$ cat src/rtl/pipe_mux_pkg.sv
// Sizing helpers for the pipelined mux tree: select width, level count, padded input
// count and the offsets used to pack every level's data/control into flat chains.
package pipe_mux_pkg;

    // Smallest r such that 2**r >= n.
    function automatic int clog2(input int n);
        int r;
        longint v;
        r = 32'sd0;
        v = 64'sd1;
        for (int i = 32'sd0; i < 32'sd31; i++) begin
            if (v < longint'(n)) begin
                v = v * 64'sd2;
                r = r + 32'sd1;
            end
        end
        return r;
    endfunction

    // Select bits consumed by one RADIX:1 level.
    function automatic int calc_lb(input int radix);
        return clog2(radix);
    endfunction

    // Number of RADIX:1 levels needed to cover n_in inputs.
    function automatic int calc_levels(input int n_in, input int radix);
        int l;
        longint p;
        l = 32'sd0;
        p = 64'sd1;
        for (int i = 32'sd0; i < 32'sd31; i++) begin
            if (p < longint'(n_in)) begin
                p = p * longint'(radix);
                l = l + 32'sd1;
            end
        end
        return l;
    endfunction

    // Input count after padding the tree to a full RADIX**LEVELS.
    function automatic int pad_count(input int n_in, input int radix);
        int p;
        p = 32'sd1;
        for (int i = 32'sd0; i < calc_levels(n_in, radix); i++) begin
            p = p * radix;
        end
        return p;
    endfunction

    // Bit offset of the data segment feeding level k (segment LEVELS holds y).
    function automatic int data_off(input int k, input int pad_n, input int lb, input int width);
        int off;
        off = 32'sd0;
        for (int j = 32'sd0; j < k; j++) begin
            off = off + (pad_n >> (j * lb)) * width;
        end
        return off;
    endfunction

    // Bit offset of the control segment feeding level k: {flags, unconsumed select bits}.
    function automatic int ctl_off(input int k, input int levels, input int lb, input int fw);
        int off;
        off = 32'sd0;
        for (int j = 32'sd0; j < k; j++) begin
            off = off + fw + (levels - j) * lb;
        end
        return off;
    endfunction

endpackage

$ cat src/rtl/pipe_mux_level.sv
// One tree level: M_OUT groups of RADIX:1 muxes steered by the low LB control bits,
// followed by a stage register for data and the remaining control bits (enable = adv).
module pipe_mux_level #(
    parameter int M_OUT = 8,
    parameter int RADIX = 8,
    parameter int WIDTH = 1,
    parameter int LB    = 3,
    parameter int PW    = 1
) (
    input  logic                        clk,
    input  logic                        rst_n,
    input  logic                        adv,
    input  logic [M_OUT*RADIX*WIDTH-1:0] src_data,
    input  logic [LB+PW-1:0]            src_ctl,
    output logic [M_OUT*WIDTH-1:0]      dst_data,
    output logic [PW-1:0]               dst_ctl
);

    logic [LB-1:0]          sel_s;
    logic [M_OUT*WIDTH-1:0] mux_s;
    logic [M_OUT*WIDTH-1:0] data_r;
    logic [PW-1:0]          ctl_r;

    assign sel_s = src_ctl[LB-1:0];

    // Every group picks the same lane, so one select field serves the whole level.
    always_comb begin
        mux_s = '0;
        for (int g = 32'sd0; g < M_OUT; g++) begin
            mux_s[g*WIDTH +: WIDTH] = src_data[(g*RADIX + int'(sel_s))*WIDTH +: WIDTH];
        end
    end

    // Stage register: data and carried control advance together, hold on stall.
    always_ff @(posedge clk or negedge rst_n) begin
        if (!rst_n) begin
            data_r <= '0;
            ctl_r  <= '0;
        end else if (adv) begin
            data_r <= mux_s;
            ctl_r  <= src_ctl[LB+PW-1:LB];
        end
    end

    assign dst_data = data_r;
    assign dst_ctl  = ctl_r;

endmodule

$ cat src/rtl/pipe_mux_tree.sv
// Pipelined N_IN:1 mux tree built from RADIX:1 levels with a global valid/ready stall.
// Optional out-of-range select flag on err when PIPE_MUX_RANGE_CHK_EN is defined.
module pipe_mux_tree
    import pipe_mux_pkg::*;
#(
    parameter int N_IN  = 64,
    parameter int WIDTH = 1,
    parameter int RADIX = 8
) (
    input  logic                     clk,
    input  logic                     rst_n,
    input  logic [N_IN*WIDTH-1:0]    a,
    input  logic [clog2(N_IN)-1:0]   s,
    input  logic                     in_valid,
    output logic                     in_ready,
    output logic [WIDTH-1:0]         y,
    output logic                     out_valid,
    input  logic                     out_ready,
    output logic                     err
);

    localparam int SELW   = clog2(N_IN);
    localparam int LB     = calc_lb(RADIX);
    localparam int LEVELS = calc_levels(N_IN, RADIX);
    localparam int PAD_N  = pad_count(N_IN, RADIX);
    localparam int SPW    = LEVELS * LB;
`ifdef PIPE_MUX_RANGE_CHK_EN
    localparam int FW     = 2;
`else
    localparam int FW     = 1;
`endif
    localparam int DTOT   = data_off(LEVELS + 1, PAD_N, LB, WIDTH);
    localparam int CTOT   = ctl_off(LEVELS + 1, LEVELS, LB, FW);
    localparam int D_LAST = data_off(LEVELS, PAD_N, LB, WIDTH);
    localparam int C_LAST = ctl_off(LEVELS, LEVELS, LB, FW);

    logic [DTOT-1:0] data_chain_s;
    logic [CTOT-1:0] ctl_chain_s;
    logic [SPW-1:0]  sel_pad_s;
    logic [FW-1:0]   flags_s;
    logic            adv_s;

    assign adv_s    = out_ready | ~out_valid;
    assign in_ready = adv_s;

    // Padded lanes above N_IN read as zero, so out-of-range selects yield y = 0.
    assign data_chain_s[PAD_N*WIDTH-1:0] = (PAD_N*WIDTH)'(a);
    assign sel_pad_s = SPW'(s);

    // Flags ride above the select bits; each level strips its LB bits off the bottom.
`ifdef PIPE_MUX_RANGE_CHK_EN
    assign flags_s = {in_valid & (32'(s) >= 32'(N_IN)), in_valid};
`else
    assign flags_s = in_valid;
`endif
    assign ctl_chain_s[FW+SPW-1:0] = {flags_s, sel_pad_s};

    for (genvar k = 0; k < LEVELS; k++) begin : g_level
        localparam int M_OUT  = PAD_N >> ((k + 1) * LB);
        localparam int PW     = FW + (LEVELS - k - 1) * LB;
        localparam int D_IN   = data_off(k, PAD_N, LB, WIDTH);
        localparam int D_OUT  = data_off(k + 1, PAD_N, LB, WIDTH);
        localparam int C_IN   = ctl_off(k, LEVELS, LB, FW);
        localparam int C_OUT  = ctl_off(k + 1, LEVELS, LB, FW);

        pipe_mux_level #(
            .M_OUT (M_OUT),
            .RADIX (RADIX),
            .WIDTH (WIDTH),
            .LB    (LB),
            .PW    (PW)
        ) u_level (
            .clk      (clk),
            .rst_n    (rst_n),
            .adv      (adv_s),
            .src_data (data_chain_s[D_IN +: M_OUT*RADIX*WIDTH]),
            .src_ctl  (ctl_chain_s[C_IN +: LB+PW]),
            .dst_data (data_chain_s[D_OUT +: M_OUT*WIDTH]),
            .dst_ctl  (ctl_chain_s[C_OUT +: PW])
        );
    end

    assign y         = data_chain_s[D_LAST +: WIDTH];
    assign out_valid = ctl_chain_s[C_LAST];
`ifdef PIPE_MUX_RANGE_CHK_EN
    assign err       = ctl_chain_s[C_LAST + 1];
`else
    assign err       = 1'b0;
`endif

endmodule

$ cat config.mk
export PLATFORM = sky130hd
export DESIGN_NAME = pipe_mux_tree
export DESIGN_NICKNAME = d
export VERILOG_FILES = /design/src/rtl/pipe_mux_pkg.sv /design/src/rtl/pipe_mux_level.sv /design/src/rtl/pipe_mux_tree.sv
export SDC_FILE = /design/constraint.sdc
export NUM_CORES = 1
export LEC_CHECK = 0
export ABC_AREA = 1
export CAP_MARGIN = 15
export CORE_UTILIZATION = 39
export DETAILED_ROUTE_END_ITERATION = 7
export HOLD_SLACK_MARGIN = 0.15
export PLACE_DENSITY_LB_ADDON = 0.3
export SYNTH_ARGS = -nofsm -noshare
export SYNTH_HDL_FRONTEND = slang
export SYNTH_SLANG_ARGS = --single-unit
$ cat constraint.sdc
create_clock -name clk -period 1.2 [get_ports clk]
set_input_delay 0.3 -clock clk [delete_from_list [all_inputs] [get_ports clk]]
set_output_delay 0.3 -clock clk [all_outputs]
set_load 0.02 [all_outputs]
==> run metrics <==
path type of the worst setup path=reg2out; min Tclk post-route=1.24 ns; Distinct cells, synth=12; vias in the first global route=1,684; Crit path max-delay family=flip-flops; Worst setup SP type=flop; H-tree depth=1; n_diodes=0; slowest cell on the critical path=dfrtp_2; setup ws final=-0.0380 ns; 1st-pass router iterations=4; Vias=1,764; crit-path cells=inv_2, nor2_4, inv_2, buf_6; first-pass GRT wire length=6.69 mm; final setup fails=1; CP startpoint=g_level[1].u_level.dst_ctl$_DFFE_PN0P_; starting density of the core=41.7%; Max Fclk=0.808 GHz; antenna violations before repair=0; Final Instance Area=2310 um2; post-synthesis sequential area ratio=24.4%; R2R setup slack=0.16 ns; Die ar.=3930 um2; Placer Congestion=0.810; Iter 0 DRT Violations=151; Sw Share=30.6%; Syn-to-layout area delta=60.7%; I/O Buffers=76; Comb pwr share=42.0%; Routed WL=3.89 mm; post-DP HPWL=3.00 mm; YS warnings=0; die height=62.7 um; Root Buffer=clkbuf_8; max-slew violations=0; # IOs=78; Avg Inst Size Synth=5.46 um2; number of max-cap violations=0; Reg2Reg Capture Point=g_level[0].u_level.dst_data[1]$_DFFE_PN0P_; clk_lat worst skew=0.25 ns; fin nets=418; Yosys reg bits=14; hold_ws=0.357 ns; violated checks=setup timing; skew final=0.000326 ns; largest net degree at the start of global routing=24; min-delay worst type=in2async; Worst EP arrival=0.94 ns; Worst Reg-to-Reg Cells=6; Power Internal=0.00126 W; Final ANT Viol Nets=0; Placement Cell Area=2240 um2; fin crit share=103%; sequential share of power=33.1%; final-report hold violation count=0; Worst R2R Start=g_level[1].u_level.dst_ctl$_DFFE_PN0P_; GRT Resource Usage Total=21.3%; Pwr Density=784 nW/um2; via/cell ratio=4.53; share of layout cells above drive strength 1=8.45%; clock buffer depth=2; net count after synthesis=337; Net Sw Power=0.000554 W; Core Rows=21; Clock Power Share=24.9%; CTS tree=yes; DRC errors left=0; Clock transition at path regs=0.05 ns; clock sink count=14; Static Leak=1.31 nW; maximum VDD drop=0.000307 V; WL per Instance=9.99 um; outcome=finished with violations; Mapped Area=1440 um2; Synth Instances=263; Buffers & Inverters on Critical Path=3; RSZ-0062 raised after global routing=yes; TritonCTS Buffers=3; Crit Path Max Fanout=2; Crit. End Element=primary output; total gr overflow=0; cell mode on critical path=inv_2; Die X=62.7 um; Crit path largest cell delay=0.40 ns; Req. time, crit path=0.90 ns; Placeable Area=3440 um2
-- Yosys cell counts --
cell type,number,area [um2]
o21ai_0,4,20.0
nand3_1,54,270
nand2_1,113,424
dfrtp_1,14,350
inv_2,1,3.75
conb_1,1,3.75
inv_1,60,225
nor2_4,1,11.3
buf_2,2,10.0
inv_4,2,12.5
buf_4,5,37.5
buf_6,6,67.6
-- worst reg2reg max path, stage by stage (launching register included) --
cell and delay, ns:
dfrtp_2 0.40, inv_2 0.06, nor2_4 0.04, inv_2 0.07, buf_4 0.23, nand3_1 0.12
nand2_1 0.07
-- layer usage --
layer | global-route usage [%] | wire, um | vias to the layer above
li1 | - | - | 931
met1 | 23.6 | 1570 | 744
met2 | 37.0 | 1910 | 75
met3 | 4.93 | 255 | 14
met4 | 12.5 | 148 | 0
met5 | 0 | 0 | -
-- cell type report --
class | count | area [um2]
Clock buffer | 4 | 55.1
Sequential cell | 14 | 352
Inverter | 63 | 241
Tap cell | 46 | 57.6
Multi-Input combinational cell | 173 | 734
Timing Repair Buffer | 89 | 868
Fill cell | 315 | 1130
-- worst max path at each step --
stage	endpoint	slack [ns]	cells after the start
global route	in_ready	-0.07	4
finish	in_ready	-0.04	4
global placement	in_ready	-0.58	4
detailed placement	in_ready	-0.59	4
CTS	in_ready	-0.02	4
floorplan	in_ready	0.003	4
-- logic make-up (layout without fill, tap and decap cells) --
kind of cell	Yosys count	in the layout	synth area share [%]
flip-flops	14	14	24.4
AND/OR/NAND/NOR	168	168	49.1
other	1	1	0.261
buffers and inverters	76	156	24.8
AO/OA/AOI/OAI	4	4	1.39
-- timing repair --
| item | CTS | global route |
|---|---|---|
| hold buffers | 0 | 0 |
| pin swaps | 0 | 1 |
| resized for setup | 20 | 6 |
| setup buffers | 0 | 2 |
| setup endpoints to repair | 11 | 8 |
-- stage by stage --
step	power [W]	utilization [%]	setup slack, ns	instances	setup TNS, ns
CTS	0.00183	66.8	-0.0199	388	-0.0199
global route	0.00197	67.1	-0.0743	389	-0.0743
finish	0.00181	67.1	-0.0380	389	-0.0380
detailed placement	0.00137	65.2	-0.590	384	-5.15
global placement	0.00136	65.2	-0.584	384	-4.91
floorplan	0.000994	-	0.00303	263	0
-- registers in the layout (all words and copies together) (netlist names) --
signal	count
g_level.u_level.dst_ctl	5
g_level.u_level.dst_data	9
-- power groups by stage --
stage	combinational [W]	sequential (W)	clock, W
global placement	0.000754	0.000604	0
CTS	0.000760	0.000601	0.000472
global route	0.000859	0.000611	0.000498
detailed placement	0.000763	0.000607	0
floorplan	0.000377	0.000616	0
finish	0.000759	0.000600	0.000451
-- cell usage in the layout, fill, tap and decap left out --
master,instances
dfrtp_1,13
buf_12,1
nand3_1,53
conb_1,1
clkbuf_2,1
nand2_1,113
buf_2,2
nand3_2,1
clkdlybuf4s50_1,69
inv_1,58
dlymetal6s2s_1,1
dlygate4sd2_1,2
o21ai_0,4
buf_4,9
buf_6,4
nor2_4,1
clkbuf_8,4
dfrtp_2,1
inv_2,3
inv_4,2
Power figures use the tool's default switching activity.
